`config.mk`:
```
export PLATFORM = sky130hd
export DESIGN_NAME = ex_maddsub_seq_flat
export DESIGN_NICKNAME = d
export VERILOG_FILES = /design/src/rtl/ex_maddsub_seq_if.sv /design/src/rtl/ex_maddsub_seq.sv /design/src/flat_wrapper.sv
export SDC_FILE = /design/constraint.sdc
export NUM_CORES = 2
export LEC_CHECK = 0
export BUFFER_PORTS_ARGS = -buffer_cell sky130_fd_sc_hd__buf_2
export CORE_MARGIN = 1.5
export CORE_UTILIZATION = 60
export CTS_BUF_LIST = sky130_fd_sc_hd__clkbuf_2 sky130_fd_sc_hd__clkbuf_4 sky130_fd_sc_hd__clkbuf_8
export DETAILED_ROUTE_END_ITERATION = 8
export GPL_TIMING_DRIVEN = 1
export PLACE_DENSITY = 0.81
export SKIP_LAST_GASP = 1
export SYNTH_ARGS = -nofsm -noshare
export SYNTH_HDL_FRONTEND = slang
export SYNTH_SLANG_ARGS = --single-unit
```
`constraint.sdc`:
```
create_clock -name Clk -period 4.5 [get_ports Clk]
set_input_delay 0.9 -clock Clk [delete_from_list [all_inputs] [get_ports Clk]]
set_output_delay 0.9 -clock Clk [all_outputs]
set_load 0.005 [all_outputs]
```
`src/rtl/ex_maddsub_seq_if.sv`:
```
// Interface bundle for the EX-stage multiply-accumulate/subtract sequencer.
// The master modport is the pipeline side; the slave modport is ex_maddsub_seq.
interface ex_maddsub_seq_if;
    logic [7:0]  aluop_i;
    logic [31:0] reg1_i;
    logic [31:0] reg2_i;
    logic [31:0] hi_i;
    logic [31:0] lo_i;
    logic [5:0]  stall;
    logic        stallreq_o;
    logic [63:0] hilo_o;
    logic        we_hilo_o;
    logic        busy_o;

    modport master (
        output aluop_i, reg1_i, reg2_i, hi_i, lo_i, stall,
        input  stallreq_o, hilo_o, we_hilo_o, busy_o
    );

    modport slave (
        input  aluop_i, reg1_i, reg2_i, hi_i, lo_i, stall,
        output stallreq_o, hilo_o, we_hilo_o, busy_o
    );
endinterface

```
`src/rtl/ex_maddsub_seq.sv`:
```
// Two-cycle MADD/MADDU (and MSUB/MSUBU when MSUB_EN is defined) sequencer for the EX stage:
// cycle 1 multiplies into hilo_temp, cycle 2 adds the forwarded HI/LO and writes it.
module ex_maddsub_seq (
    input logic            Clk,
    input logic            Rst,
    ex_maddsub_seq_if.slave bus
);
    localparam logic [7:0] ExeMaddOp  = 8'b1010_0110;
    localparam logic [7:0] ExeMadduOp = 8'b1010_1000;
    localparam logic [7:0] ExeMsubOp  = 8'b1010_1010;
    localparam logic [7:0] ExeMsubuOp = 8'b1010_1011;

    typedef enum logic {StIdle, StAcc} state_e;

    state_e      state_q, state_d;
    logic [63:0] hilo_temp_q, hilo_temp_d;

    logic        is_madd;
    logic        is_signed;
    logic [63:0] op_a, op_b;
    logic [63:0] product;
    logic [63:0] prod_acc;
    logic        advance;

    logic        stallreq;
    logic        we_hilo;
    logic [63:0] hilo;

    // Only the EX stall bit matters here.
    logic unused_stall;
    assign unused_stall = ^{bus.stall[5], bus.stall[3:0]};
    assign advance      = ~bus.stall[4];

`ifdef MSUB_EN
    logic is_sub;

    always_comb begin
        is_madd   = 1'b0;
        is_signed = 1'b0;
        is_sub    = 1'b0;
        case (bus.aluop_i)
            ExeMaddOp:  begin is_madd = 1'b1; is_signed = 1'b1; end
            ExeMadduOp: begin is_madd = 1'b1; end
            ExeMsubOp:  begin is_madd = 1'b1; is_signed = 1'b1; is_sub = 1'b1; end
            ExeMsubuOp: begin is_madd = 1'b1; is_sub = 1'b1; end
            default: ;
        endcase
    end
`else
    // MSUB/MSUBU opcodes fall into the default arm and are treated as unrelated ops.
    logic [15:0] unused_sub_ops;
    assign unused_sub_ops = {ExeMsubOp, ExeMsubuOp};

    always_comb begin
        is_madd   = 1'b0;
        is_signed = 1'b0;
        case (bus.aluop_i)
            ExeMaddOp:  begin is_madd = 1'b1; is_signed = 1'b1; end
            ExeMadduOp: begin is_madd = 1'b1; end
            default: ;
        endcase
    end
`endif

    // Extending to 64 bits first makes the truncated product correct for both signednesses.
    assign op_a    = is_signed ? {{32{bus.reg1_i[31]}}, bus.reg1_i} : {32'b0, bus.reg1_i};
    assign op_b    = is_signed ? {{32{bus.reg2_i[31]}}, bus.reg2_i} : {32'b0, bus.reg2_i};
    assign product = op_a * op_b;

`ifdef MSUB_EN
    assign prod_acc = is_sub ? (~product + 64'd1) : product;
`else
    assign prod_acc = product;
`endif

    always_comb begin
        state_d     = state_q;
        hilo_temp_d = hilo_temp_q;
        stallreq    = 1'b0;
        we_hilo     = 1'b0;
        hilo        = 64'b0;
        case (state_q)
            StIdle: begin
                if (is_madd) begin
                    stallreq = 1'b1;
                    if (advance) begin
                        state_d     = StAcc;
                        hilo_temp_d = prod_acc;
                    end
                end
            end
            StAcc: begin
                if (is_madd) begin
                    we_hilo = 1'b1;
                    hilo    = {bus.hi_i, bus.lo_i} + hilo_temp_q;
                end
                // Either completion or a flushed slot returns to IDLE with a clean accumulator.
                if (advance) begin
                    state_d     = StIdle;
                    hilo_temp_d = 64'b0;
                end
            end
            default: begin
                state_d     = StIdle;
                hilo_temp_d = 64'b0;
            end
        endcase
    end

    always_ff @(posedge Clk or posedge Rst) begin
        if (Rst) begin
            state_q     <= StIdle;
            hilo_temp_q <= 64'b0;
        end else begin
            state_q     <= state_d;
            hilo_temp_q <= hilo_temp_d;
        end
    end

    // Reset must silence the outputs even while a madd op sits on aluop_i.
    assign bus.stallreq_o = stallreq & ~Rst;
    assign bus.we_hilo_o  = we_hilo & ~Rst;
    assign bus.hilo_o     = Rst ? 64'b0 : hilo;
    assign bus.busy_o     = (state_q == StAcc);
endmodule

```
`src/flat_wrapper.sv`:
```
// flat-port wrapper written by rule: the top's interface ports become plain ports
module ex_maddsub_seq_flat 
  (Clk, Rst, bus_aluop_i, bus_reg1_i, bus_reg2_i, bus_hi_i, bus_lo_i, bus_stall, bus_stallreq_o, bus_hilo_o, bus_we_hilo_o, bus_busy_o);
  ex_maddsub_seq_if bus_i ();
  input logic Clk;
  input logic Rst;
  input wire logic [$bits(bus_i.aluop_i)-1:0] bus_aluop_i;
  input wire logic [$bits(bus_i.reg1_i)-1:0] bus_reg1_i;
  input wire logic [$bits(bus_i.reg2_i)-1:0] bus_reg2_i;
  input wire logic [$bits(bus_i.hi_i)-1:0] bus_hi_i;
  input wire logic [$bits(bus_i.lo_i)-1:0] bus_lo_i;
  input wire logic [$bits(bus_i.stall)-1:0] bus_stall;
  output wire logic [$bits(bus_i.stallreq_o)-1:0] bus_stallreq_o;
  output wire logic [$bits(bus_i.hilo_o)-1:0] bus_hilo_o;
  output wire logic [$bits(bus_i.we_hilo_o)-1:0] bus_we_hilo_o;
  output wire logic [$bits(bus_i.busy_o)-1:0] bus_busy_o;
  assign bus_i.aluop_i = bus_aluop_i;
  assign bus_i.reg1_i = bus_reg1_i;
  assign bus_i.reg2_i = bus_reg2_i;
  assign bus_i.hi_i = bus_hi_i;
  assign bus_i.lo_i = bus_lo_i;
  assign bus_i.stall = bus_stall;
  assign bus_stallreq_o = bus_i.stallreq_o;
  assign bus_hilo_o = bus_i.hilo_o;
  assign bus_we_hilo_o = bus_i.we_hilo_o;
  assign bus_busy_o = bus_i.busy_o;
  ex_maddsub_seq u_core (.Clk(Clk), .Rst(Rst), .bus(bus_i));
endmodule
```
## Word level (Yosys, flattened, before mapping)

Cells that the tools add are included.
Widths: inputs -> output; s select.

- Flip-flop bits (word level): 65
- Input bits: 144
- Output and inout port bits: 67
- Logic and storage cells: 33

- Add/sub/neg operators: 1
- Multipliers: 1
- Equal/unequal tests: 5
- Muxes and demuxes: 18
- Bitwise logic cells: 4
- Reductions and logical operators: 2

Operators with widths:

| cell | number |
|---|---|
| $mux 64 | 8 |
| $pmux 64 s2 | 1 |
| $add 64x64->64 | 1 |
| $mul 64x64->64 | 1 |
| $eq 8x8->1 const B | 2 |
| $mux 1 | 8 |
| $ne 2x2->1 const B | 2 |
| $reduce_and 3->1 | 1 |
| $and 1x1->1 | 2 |
| $ne 2x1->1 const B | 1 |
| $not 1->1 | 2 |
| $pmux 1 s2 | 1 |
| $reduce_or 2->1 | 1 |

## Depth between registers and ports, before layout

- Depth in word-level cells: 7
- Depth in mapped cells: 39
- Mapped depth without buffers: 36

## Worst setup path after synthesis

Ideal clock, no wire load.

- Kind: input -> register
- Start: input port bus_aluop_i[0]
- End: register u_core.hilo_temp_q[63]
- Library setup time: 129 ps
- Data arrival time: 10130 ps
- Data required time: 4371 ps
- Setup slack: -5759 ps
- Stages on the path: 32
- Path buffers: 3
- Cell sequence: nor4b_1 -> nand2_1 -> nor3_2 -> and2_1 -> buf_2 -> clkbuf_1 -> nand2_1 -> fa_1 -> inv_1 -> fa_1 -> fa_1 -> inv_1 -> fa_1 -> inv_1 -> fa_1 -> fa_1 -> fa_1 -> fa_1 -> fa_1 -> inv_1 -> fa_1 -> inv_1 -> ha_1 -> clkbuf_1 -> a21oi_1 -> o21bai_1 -> a21o_1 -> or3_1 -> a221o_1 -> a311oi_2 -> xnor2_1 -> o21ai_1

- Cells in the longest elaborated chain, start to end: 7
- Elaborated cells on any way between the ends: 13
- Those cells by class: 1 x mul; 3 x eq/ne; 7 x mux; 2 x reduce/logical

Ends and longest elaborated chain:

| item | line | text |
|---|---|---|
| start: declaration | flat_wrapper.sv:7 | `input wire logic [$bits(bus_i.aluop_i)-1:0] bus_aluop_i;` |
| $eq 8x8->1 | ex_maddsub_seq.sv:57 | `case (bus.aluop_i)` |
| $mux 1 | ex_maddsub_seq.sv:57 |  |
| $mux 64 (on tied branches) | ex_maddsub_seq.sv:66, ex_maddsub_seq.sv:67 |  |
| $mul 64x64->64 | ex_maddsub_seq.sv:68 | `assign product = op_a * op_b;` |
| $mux 64 | ex_maddsub_seq.sv:86 | `if (advance) begin` |
| $mux 64 | ex_maddsub_seq.sv:84 | `if (is_madd) begin` |
| $pmux 64 s2 | ex_maddsub_seq.sv:82 | `case (state_q)` |
| end signal: assignment | ex_maddsub_seq.sv:116 | `hilo_temp_q <= hilo_temp_d;` |
| end: declaration | ex_maddsub_seq.sv:16 | `logic [63:0] hilo_temp_q, hilo_temp_d;` |

Several ways; a longest one is shown, not always the timed one. The select of a mux whose other input is x is not followed.
A chain may end at the register's enable or synchronous reset.

## Worst setup path in the final report

- Start: input port bus_aluop_i[4]
- End: register u_core.hilo_temp_q[58]

The elaborated chain is that of the path after synthesis.

==> flow_summary.json <==
{
  "outcome": "finished, violations left",
  "violations": "design-rule violations, negative setup slack",
  "rows": 109,
  "cts_max_level": 3,
  "skew_ns": 0.0170,
  "synthArstFlopShare_pct": 100,
  "r2r_start": "u_core.bus.busy_o",
  "worstMarginPinSlew_ns": 1.20,
  "grt_pass1_vias": 48300,
  "synthCells": 5933,
  "worstHoldStart": "u_core.hilo_temp_q[32]",
  "synth_ff_type": "dfrtp_1",
  "hpwl_mm": 147,
  "cts.sinks": 65,
  "insertion_delay_ns": 0.37,
  "max_freq_ghz": 0.102,
  "drive_gt1_share_pct": 23.4,
  "grt_pass1_wl_mm": 263,
  "path_clk_slew_ns": 0.09,
  "crit_type": "input pin to flip-flop",
  "gr-total-overflow": 0,
  "yosysWarnings": 0,
  "wl_per_cell_um": 22.1,
  "arrival_ns": 10.11,
  "period_share_pct": 219,
  "cts_tree": "built",
  "ys_seq_elements": 65,
  "drt_pre_antenna_iters": 7,
  "crit_fanout": 6,
  "slowest_stage": "fa_2",
  "rsz0062_at_grt": "yes",
  "root_buffer": "clkbuf_8",
  "die-area_sq_um": 91200,
  "yosysMostFrequentCell": "inv_1",
  "slew_headroom_pct": 19.7,
  "cts_buffer_depth": 2,
  "syn_area_sq_um": 53600,
  "ios": 211,
  "ff2ff_path_depth": 2,
  "crit_path_start_kind": "input pin",
  "ys_top_cells_by_area": "fa_1 (53%), inv_1 (11%), ha_1 (8.7%)",
  "initial_utilization_pct": 60.6,
  "design.core.area_sq_um": 88500,
  "wl_mm": 176,
  "synth_top_area_cell": "fa_1",
  "path_delay_family": "adder cells",
  "layout_setup_ws_ns": -5.34,
  "n_fill_cell": 5663,
  "min_path_cells": 2,
  "cap_violations": 0,
  "holdBufCountCts": 0,
  "final_core_util_pct": 74.8,
  "finalMaxSlewViolations": 0,
  "r2r_setup_slack_ns": 2.58,
  "avgViaCountPerCell": 5.70,
  "synth-edff-count": 0,
  "grt_max_degree": 65,
  "end_kind": "flip-flop",
  "synth_common_cells": "inv_1 (1,559), fa_1 (1,420), nand2_1 (890), ha_1 (371), and2_1 (352)",
  "die_h_um": 302,
  "cp.required_ns": 4.78,
  "holdCritPathClass": "flip-flop to flip-flop",
  "period_minus_slack_ns": 9.84,
  "final_antenna_net_count": 0,
  "floorplan.die.width_um": 302,
  "drtIter0Drc": 4005,
  "timing.critical_path.mode_cell": "fa_1",
  "whs_endpoint": "u_core.hilo_temp_q[32]",
  "ys_types": 78,
  "io_buffers": 205,
  "synth_largest_type_area_fraction_pct": 53.0,
  "drc_errors": 60,
  "critPathBufInv": 9,
  "seq_area_frac_synth_pct": 3.03,
  "via_count": 45300,
  "syn_to_final_growth_pct": 23.4,
  "cts_made_buffers": 9,
  "critPathMaxStageDelay_ns": 0.72,
  "grt_antenna_before_repair": 4,
  "r2r-end": "u_core.hilo_temp_q[10]",
  "syn-num-nets": 7868,
  "avgSynthCellArea_sq_um": 9.04,
  "grt.total_usage_pct": 37.9,
  "final_nets": 8724,
  "hold_viol_final": 0,
  "place_congestion": 0.985,
  "setup_violations": 61
}
-- worst max-delay path by stage --
stage,end,slack [ns],from,depth (start not counted)
after detailed placement,u_core.hilo_temp_q[58],-5.88,bus_aluop_i[0],36
after global placement,u_core.hilo_temp_q[63],-5.63,bus_aluop_i[0],34
after CTS,u_core.hilo_temp_q[55],-5.08,bus_aluop_i[4],37
after floorplan,u_core.hilo_temp_q[63],-5.09,bus_aluop_i[0],32
after global routing,u_core.hilo_temp_q[58],-5.56,bus_aluop_i[4],34
final,u_core.hilo_temp_q[58],-5.34,bus_aluop_i[4],34
-- area by class of cell --
type	count	area, sq um	share of cell area, %
multi-input combinational	4027	47600	71.9
timing repair buffer	1127	9440	14.3
inverter	1559	5860	8.85
sequential	65	1630	2.46
tap	1165	1460	2.20
clock buffer	9	124	0.187
clock inverter	7	77.6	0.117
antenna	2	5.00	0.00756
-- registers in the layout, summed over array words and instances, names as in the netlist --
register	flops
u_core.hilo_temp_q	64
u_core.bus.busy_o	1
-- worst min-delay path, delay by kind of cell, from the launching register on --
family / cells / cell delay, ns
AO/OA/AOI/OAI: 1 / 0.06
flip-flops: 1 / 0.36
AND/OR/NAND/NOR: 1 / 0.05
-- cells by family (layout without fill, tap and decap cells) --
| group | after synthesis | after routing | synth area share [%] |
|---|---|---|---|
| buffers and inverters | 1841 | 2702 | 12.9 |
| adders and majority gates | 1795 | 1795 | 61.7 |
| and+or+nand+nor | 1543 | 1543 | 13.2 |
| AOI/OAI and AO/OA | 509 | 509 | 6.18 |
| xor gates and xnor gates | 179 | 179 | 2.92 |
| DFF | 65 | 65 | 3.03 |
| muxes | 1 | 1 | 0.0210 |
| other | 0 | 2 | 0 |
-- stage by stage --
step / hold slack (ns) / cell area [sq um] / std cells / setup TNS, ns / setup WS (ns)
6_report: 0.497 / 66200 / 7961 / -234.50 / -5.34
4_1_cts: 0.498 / 64500 / 7909 / -224.19 / -5.08
5_1_grt: 0.521 / 66200 / 7960 / -246.56 / -5.56
2_1_floorplan: 0.443 / 55000 / 5933 / -201.27 / -5.09
3_5_place_dp: 0.478 / 62400 / 7843 / -270.37 / -5.88
3_3_place_gp: 0.474 / 62400 / 7843 / -262.51 / -5.63
-- cell usage in the layout (no fill, tap or decap), drive strengths merged, types with 4 or more instances in the layout --
master	netlist	layout
a2111oi	5	5
a211o	8	8
a211oi	10	10
a21boi	6	6
a21o	78	78
a21oi	144	144
a221o	4	4
a221oi	6	6
a22o	5	5
a311oi	6	6
a31o	5	5
a31oi	23	23
a41oi	4	4
and2	353	353
and3	38	38
buf	21	1124
clkbuf	261	11
dfrtp	65	65
fa	1420	1420
ha	371	371
inv	1559	1561
maj3	4	4
nand2	890	890
nand2b	14	14
nand3	22	22
nand4	31	31
nor2	133	133
nor2b	14	14
nor3	22	22
nor4	7	7
o211ai	12	12
o21a	15	15
o21ai	120	120
o21bai	20	20
o31ai	15	15
or2	5	5
or3	5	5
xnor2	123	123
xor2	56	56
-- what timing repair did --
action / 4_1_cts / 5_1_grt
pin swaps: 169 / 173
setup buffers: 50 / 60
cloned: 5 / 0
setup endpoints to repair: 90 / 89
gates resized for setup: 324 / 291
endpoints found under the hold margin: 0 / 0
-- layer usage --
metal | global-route usage [%] | vias to the layer above | share of wire, %
met5 | 0 | - | 0.0074
met4 | 13.1 | 2 | 5.0
met3 | 9.10 | 663 | 12
met2 | 62.4 | 2780 | 47
met1 | 49.5 | 22900 | 36
li1 | - | 19000 | -
Power is not shown: default switching activity piles up to over one toggle a cycle in this logic, so the estimate is an artifact.
